<file path="src/rtl/sr_pkg.sv">
// Shared op encodings, FSM states and default sizing for the SR command sequencer.
package sr_pkg;

    localparam int unsigned DEF_DEPTH = 4;
    localparam int unsigned DEF_CNT_W = 4;

    typedef enum logic [1:0] {
        OP_NOP = 2'b00,
        OP_CLR = 2'b01,
        OP_SET = 2'b10,
        OP_TOG = 2'b11
    } sr_op_e;

    typedef enum logic [1:0] {
        IDLE  = 2'b00,
        DRIVE = 2'b01,
        GAP   = 2'b10
    } sr_state_e;

    // TOGGLE becomes a concrete SET/CLR against the current expected Q.
    function automatic sr_op_e resolve_op(input sr_op_e op, input logic q_exp);
        if (op == OP_TOG) begin
            return q_exp ? OP_CLR : OP_SET;
        end
        return op;
    endfunction

endpackage

</file>
<file path="src/rtl/sr_cmd_fifo.sv">
// Power-of-two synchronous FIFO holding queued {op, len} commands.
module sr_cmd_fifo #(
    parameter int unsigned DEPTH = 4,
    parameter int unsigned WIDTH = 6
) (
    input  logic                       CLK,
    input  logic                       RST,
    input  logic                       i_push,
    input  logic                       i_pop,
    input  logic [WIDTH-1:0]           i_din,
    output logic [WIDTH-1:0]           o_dout,
    output logic                       o_full,
    output logic                       o_empty,
    output logic [$clog2(DEPTH):0]     o_count
);

    localparam int unsigned AW = $clog2(DEPTH);
    localparam logic [AW:0] LP_FULL = (AW + 1)'(DEPTH);

    logic [WIDTH-1:0] r_mem [DEPTH];
    logic [AW-1:0]    r_wr_ptr;
    logic [AW-1:0]    r_rd_ptr;
    logic [AW:0]      r_count;
    logic [AW:0]      w_count_d;
    logic             w_do_push;
    logic             w_do_pop;

    assign o_full    = (r_count == LP_FULL);
    assign o_empty   = (r_count == '0);
    assign o_count   = r_count;
    assign o_dout    = r_mem[r_rd_ptr];
    assign w_do_push = i_push && !o_full;
    assign w_do_pop  = i_pop && !o_empty;

    always_comb begin
        w_count_d = r_count;
        unique case ({w_do_push, w_do_pop})
            2'b10:   w_count_d = r_count + (AW + 1)'(1);
            2'b01:   w_count_d = r_count - (AW + 1)'(1);
            default: w_count_d = r_count;
        endcase
    end

    always_ff @(posedge CLK or posedge RST) begin
        if (RST) begin
            r_wr_ptr <= '0;
            r_rd_ptr <= '0;
            r_count  <= '0;
        end else begin
            if (w_do_push) r_wr_ptr <= r_wr_ptr + AW'(1);
            if (w_do_pop)  r_rd_ptr <= r_rd_ptr + AW'(1);
            r_count <= w_count_d;
        end
    end

    // Storage needs no reset; occupancy is tracked by the pointers and count.
    always_ff @(posedge CLK) begin
        if (w_do_push) r_mem[r_wr_ptr] <= i_din;
    end

endmodule

</file>
<file path="src/rtl/sr_cmd_sequencer.sv">
// Turns queued set/clear/toggle/no-op commands into timed, never-overlapping S/R
// pulses and checks the flip-flop's Q feedback against a shadow copy.
module sr_cmd_sequencer
    import sr_pkg::*;
#(
    parameter int unsigned DEPTH = DEF_DEPTH,
    parameter int unsigned CNT_W = DEF_CNT_W
) (
    input  logic             CLK,
    input  logic             RST,
    input  logic             CMD_VALID,
    output logic             CMD_READY,
    input  logic [1:0]       CMD_OP,
    input  logic [CNT_W-1:0] CMD_LEN,
    input  logic             Q_FB,
    output logic             S,
    output logic             R,
    output logic             Q_EXP,
    output logic             BUSY,
    output logic             ERR
);

    localparam int unsigned W  = CNT_W + 2;
    localparam int unsigned CW = $clog2(DEPTH) + 1;

    logic            w_full;
    logic            w_empty;
    logic            w_push;
    logic            w_pop;
    logic            w_load;
    logic [CW-1:0]   w_count;
    logic [W-1:0]    w_head;
    sr_op_e          w_res_op;

    sr_state_e       r_state,  w_state_d;
    logic [CNT_W-1:0] r_cnt,   w_cnt_d;
    logic            r_s,      w_s_d;
    logic            r_r,      w_r_d;
    logic            r_q_exp,  w_q_exp_d;
    logic            r_err,    w_err_d;
    sr_op_e          r_chk_op, w_chk_op_d;

    assign CMD_READY = !w_full && !RST;
    assign w_push    = CMD_VALID && CMD_READY;

    sr_cmd_fifo #(
        .DEPTH (DEPTH),
        .WIDTH (W)
    ) u_fifo (
        .CLK     (CLK),
        .RST     (RST),
        .i_push  (w_push),
        .i_pop   (w_pop),
        .i_din   ({CMD_OP, CMD_LEN}),
        .o_dout  (w_head),
        .o_full  (w_full),
        .o_empty (w_empty),
        .o_count (w_count)
    );

    assign w_res_op = resolve_op(sr_op_e'(w_head[W-1:CNT_W]), r_q_exp);

    always_comb begin
        w_state_d  = r_state;
        w_cnt_d    = r_cnt;
        w_s_d      = r_s;
        w_r_d      = r_r;
        w_q_exp_d  = r_q_exp;
        w_err_d    = r_err;
        w_chk_op_d = r_chk_op;
        w_pop      = 1'b0;
        w_load     = 1'b0;

        unique case (r_state)
            IDLE: begin
                if (!w_empty) w_load = 1'b1;
            end
            DRIVE: begin
                if (r_cnt == '0) begin
                    w_s_d     = 1'b0;
                    w_r_d     = 1'b0;
                    w_state_d = GAP;
                end else begin
                    w_cnt_d = r_cnt - CNT_W'(1);
                end
            end
            GAP: begin
                // Q_FB has had at least one edge to follow S/R by now.
                if (r_chk_op != OP_NOP && Q_FB != r_q_exp) w_err_d = 1'b1;
                if (!w_empty) w_load = 1'b1;
                else          w_state_d = IDLE;
            end
            default: w_state_d = IDLE;
        endcase

        if (w_load) begin
            w_pop      = 1'b1;
            w_state_d  = DRIVE;
            w_cnt_d    = w_head[CNT_W-1:0];
            w_chk_op_d = w_res_op;
            w_s_d      = 1'b0;
            w_r_d      = 1'b0;
            if (w_res_op == OP_SET) begin
                w_s_d     = 1'b1;
                w_q_exp_d = 1'b1;
            end else if (w_res_op == OP_CLR) begin
                w_r_d     = 1'b1;
                w_q_exp_d = 1'b0;
            end
        end
    end

    always_ff @(posedge CLK or posedge RST) begin
        if (RST) begin
            r_state  <= IDLE;
            r_cnt    <= '0;
            r_s      <= 1'b0;
            r_r      <= 1'b0;
            r_q_exp  <= 1'b0;
            r_err    <= 1'b0;
            r_chk_op <= OP_NOP;
        end else begin
            r_state  <= w_state_d;
            r_cnt    <= w_cnt_d;
            r_s      <= w_s_d;
            r_r      <= w_r_d;
            r_q_exp  <= w_q_exp_d;
            r_err    <= w_err_d;
            r_chk_op <= w_chk_op_d;
        end
    end

    assign S     = r_s;
    assign R     = r_r;
    assign Q_EXP = r_q_exp;
    assign ERR   = r_err;
    assign BUSY  = (r_state != IDLE) || (w_count != '0);

endmodule

</file>
<file path="config.mk">
export PLATFORM = sky130hd
export DESIGN_NAME = sr_cmd_sequencer
export DESIGN_NICKNAME = d
export VERILOG_FILES = /design/src/rtl/sr_pkg.sv /design/src/rtl/sr_cmd_fifo.sv /design/src/rtl/sr_cmd_sequencer.sv
export SDC_FILE = /design/constraint.sdc
export NUM_CORES = 1
export LEC_CHECK = 0
export CAP_MARGIN = 5
export CORE_MARGIN = 2
export CORE_UTILIZATION = 30
export DETAILED_ROUTE_END_ITERATION = 10
export SLEW_MARGIN = 30
export SYNTH_ARGS = -nofsm -noshare
export SYNTH_HDL_FRONTEND = slang
export SYNTH_HIERARCHICAL = 1
export SYNTH_SLANG_ARGS = --single-unit
</file>
<file path="constraint.sdc">
create_clock -name CLK -period 2 [get_ports CLK]
set_input_delay 0.4 -clock CLK [delete_from_list [all_inputs] [get_ports CLK]]
set_output_delay 0.4 -clock CLK [all_outputs]
set_load 0.05 [all_outputs]
</file>
==> flow_metrics.py <==
metrics = {
    "worst_setup_path": {
        "startpoint_type": "flop",
        "slowest_stage": "dfrtp_2",
        "cp_top_family": "simple AND/OR/NAND/NOR gates",
        "path_max_fanout": 3,
        "slowest_delay_ns": 0.44,
        "cp.required_ns": 2.18,
        "cp_cell_sequence": "nor3b_4 > nor2_4 > and2_4 > nor2b_4 > inv_2 > ha_4 > inv_2 > fa_2 > xor2_1 > nor2_1 > xor2_1",
        "crit_buf_inv": 2,
        "end_kind": "flop",
        "crit_type": "flop to flop",
        "crit_arrival_ns": 2.23,
    },
    "clock_network": {
        "cts_hold_buffers": 0,
        "cts_tree": "done",
        "cts_buffer_depth": 2,
        "clock-sinks": 43,
        "cts_buffers": 5,
        "htree_levels": 2,
        "clkTransAtPathRegs_ns": 0.08,
        "cts_root_buf": "clkbuf_8",
        "clk_latency_ns": 0.29,
    },
    "power_and_ir_drop": {
        "powerDensity_nw_per_um2": 1540,
        "power_frac_comb": 0.465,
        "internal-power_mw": 2.49,
        "vdd_drop_max_mv": 0.761,
        "finalPower_mw": 3.87,
        "p_seq_frac": 0.363,
        "sw_frac_of_total": 0.358,
        "pwr-share-clk": 0.172,
        "p_switching_mw": 1.39,
        "p_leak_nw": 1.03,
    },
    "synthesis": {
        "synth_cells": 141,
        "synth_top_area_cell": "edfxtp_1",
        "yosys.cell_types.count": 38,
        "synthesis.area_um2": 1980,
        "ys_seq_area_frac": 0.604,
        "syn_avg_cell_area_um2": 14.1,
        "synth_seq_cells": 43,
        "synth_ff_type": "edfxtp_1",
        "yosys.area.top_type_share": 0.364,
        "syn_nets": 160,
        "synth-edff-count": 24,
        "synthMostInstantiatedCell": "edfxtp_1",
        "netlist_top_cells_count": "24 x edfxtp_1, 19 x dfrtp_1, 13 x inv_1, 10 x nand2_1",
        "synthTopCellsByArea": "edfxtp_1 36%, dfrtp_1 24%, mux4_2 6.8%",
        "async_flop_share": 0.442,
        "ys.warnings.count": 6,
    },
    "run_status": {
        "outcome": "finished, violations left",
        "failed_checks": "negative setup slack",
    },
    "die": {
        "ioPinCount": 16,
        "die_h_um": 85.3,
        "num_rows": 29,
        "die_w_um": 85.3,
        "start_util": 0.310,
        "dieArea_um2": 7270,
        "fp.coreArea_um2": 6390,
    },
    "worst_hold_path": {
        "hold_class": "flop to flop",
    },
    "grt": {
        "grt_pass1_vias": 1192,
        "grt_max_degree": 15,
        "antenna_found_initial": 0,
        "overflow": 0,
        "grt_use_total": 0.103,
        "grt_pass1_wl_um": 5730,
    },
    "timing": {
        "post-route-period-util": 1.02,
        "setup_viol": 1,
        "fin_skew_ns": 0.00483,
        "max_freq_mhz": 488,
        "layout_setup_ws_ns": -0.0483,
        "slew_violations": 0,
        "hold_viol": 0,
        "tns_ns": -0.0483,
        "slew-limit-headroom": 0.672,
        "period_minus_slack_ns": 2.05,
        "rsz0062_at_grt": "yes",
        "worst_hold_slack_ns": 0.458,
        "worst_pin_slew_ns": 0.491,
    },
    "place": {
        "portBuffers": 15,
        "post-place-ws_ns": -0.348,
        "place.gp.congestion": 0.744,
        "post-dp-hpwl_um": 2520,
    },
    "routing": {
        "wl_um": 3360,
        "dr_total_vias": 1141,
        "wl_per_cell_um": 13.1,
        "ant_nets": 0,
        "viasPerCell": 4.46,
        "dr.pass1.iters": 4,
        "drt-initial-drc-count": 56,
        "drc": 0,
    },
    "final_layout": {
        "areaGrowthSynthToFinish_pct": 26.6,
        "drive_above_1_share": 0.341,
        "num-nets-final": 197,
        "antenna_cells": 0,
        "fin_util": 0.393,
    },
    "run": {
        "drv_cap": 0,
    },
}
-- what timing repair did --
action                     CTS  global route
setup endpoints to repair    3             3
gates resized for setup      4             7
pin swaps                    2             3
setup buffers                1             1
-- path summary, 6_finish.rpt --
kind / slack [ns] / cells past startpoint / endpoint / startpoint
setup / recovery: -0.05 / 11 / u_fifo/o_count[2] / u_fifo/o_count[1]
hold / removal: 0.46 / 1 / ERR / ERR
setup reg to reg: -0.05 / 11 / u_fifo/o_count[2] / u_fifo/o_count[1]
hold reg to reg: 0.46 / 1 / ERR / ERR
max in group asynchronous: 1.06 / 3 / r_state[0] / RST
min in group asynchronous: 0.56 / 3 / u_fifo/r_wr_ptr[0] / RST
-- cell families (layout without fill, tap and decap cells) --
logic type / count (synthesis) / count (layout) / synth area share
muxes: 10 / 10 / 0.0922
AOI/OAI and AO/OA: 17 / 17 / 0.0524
DFF: 43 / 43 / 0.604
adders and majority gates: 9 / 9 / 0.0606
buffers and inverters: 17 / 55 / 0.0429
xor gates and xnor gates: 7 / 7 / 0.0309
and+or+nand+nor: 38 / 38 / 0.117
-- layout by cell type, fill, tap and decap left out, types with 2 or more instances in the layout --
master	instances
o21ai_0	7
mux2_4	2
ha_1	7
nor3_1	3
nand2_1	10
mux4_2	6
xor2_1	4
dfrtp_1	16
edfxtp_1	24
and2_2	4
dfrtp_2	3
nor3b_1	2
xnor2_1	3
nor2_1	6
clkdlybuf4s50_1	12
inv_1	10
inv_2	3
clkbuf_8	5
buf_4	20
a21oi_1	2
-- metrics by stage --
| step | cell area (µm²) | std cells |
|---|---|---|
| 6_report | 2510 | 256 |
| 5_1_grt | 2510 | 256 |
| 4_1_cts | 2480 | 255 |
| 3_5_place_dp | 2350 | 246 |
| 3_3_place_gp | 2350 | 246 |
| 2_1_floorplan | 2010 | 141 |
-- routing by layer --
metal  track usage  part of all wire  vias up
met5             0                 0        -
met4        0.0303             0.010        0
met3        0.0321             0.029        2
met2         0.171              0.50       12
met1         0.128              0.46      557
li1              -                 -      570
-- area by class of cell --
class | instances | area, µm²
clock buffers | 5 | 68.8
clock inverters | 3 | 42.5
fillers | 624 | 3880
inverters | 14 | 65.1
multi-input cells | 81 | 747
flip-flops and latches | 43 | 1200
well taps | 77 | 96.3
repair buffers | 33 | 290
-- power groups by stage --
stage,clock network [mW],registers [mW],logic (mW)
after floorplan,0,1.49,1.10
after global placement,0,1.42,1.67
after CTS,0.687,1.41,1.74
after global routing,0.724,1.45,2.00
after detailed placement,0,1.43,1.70
final,0.666,1.41,1.80
-- state kept, by name, summed over array words and instances, names as in the netlist --
name and count:
ERR 1, Q_EXP 1, R 1, S 1, r_chk_op 2, r_cnt 4, r_state 2, u_fifo/o_count 3
u_fifo/r_mem 24, u_fifo/r_rd_ptr 2, u_fifo/r_wr_ptr 2
Note: power is estimated with default switching activity, not from simulation.
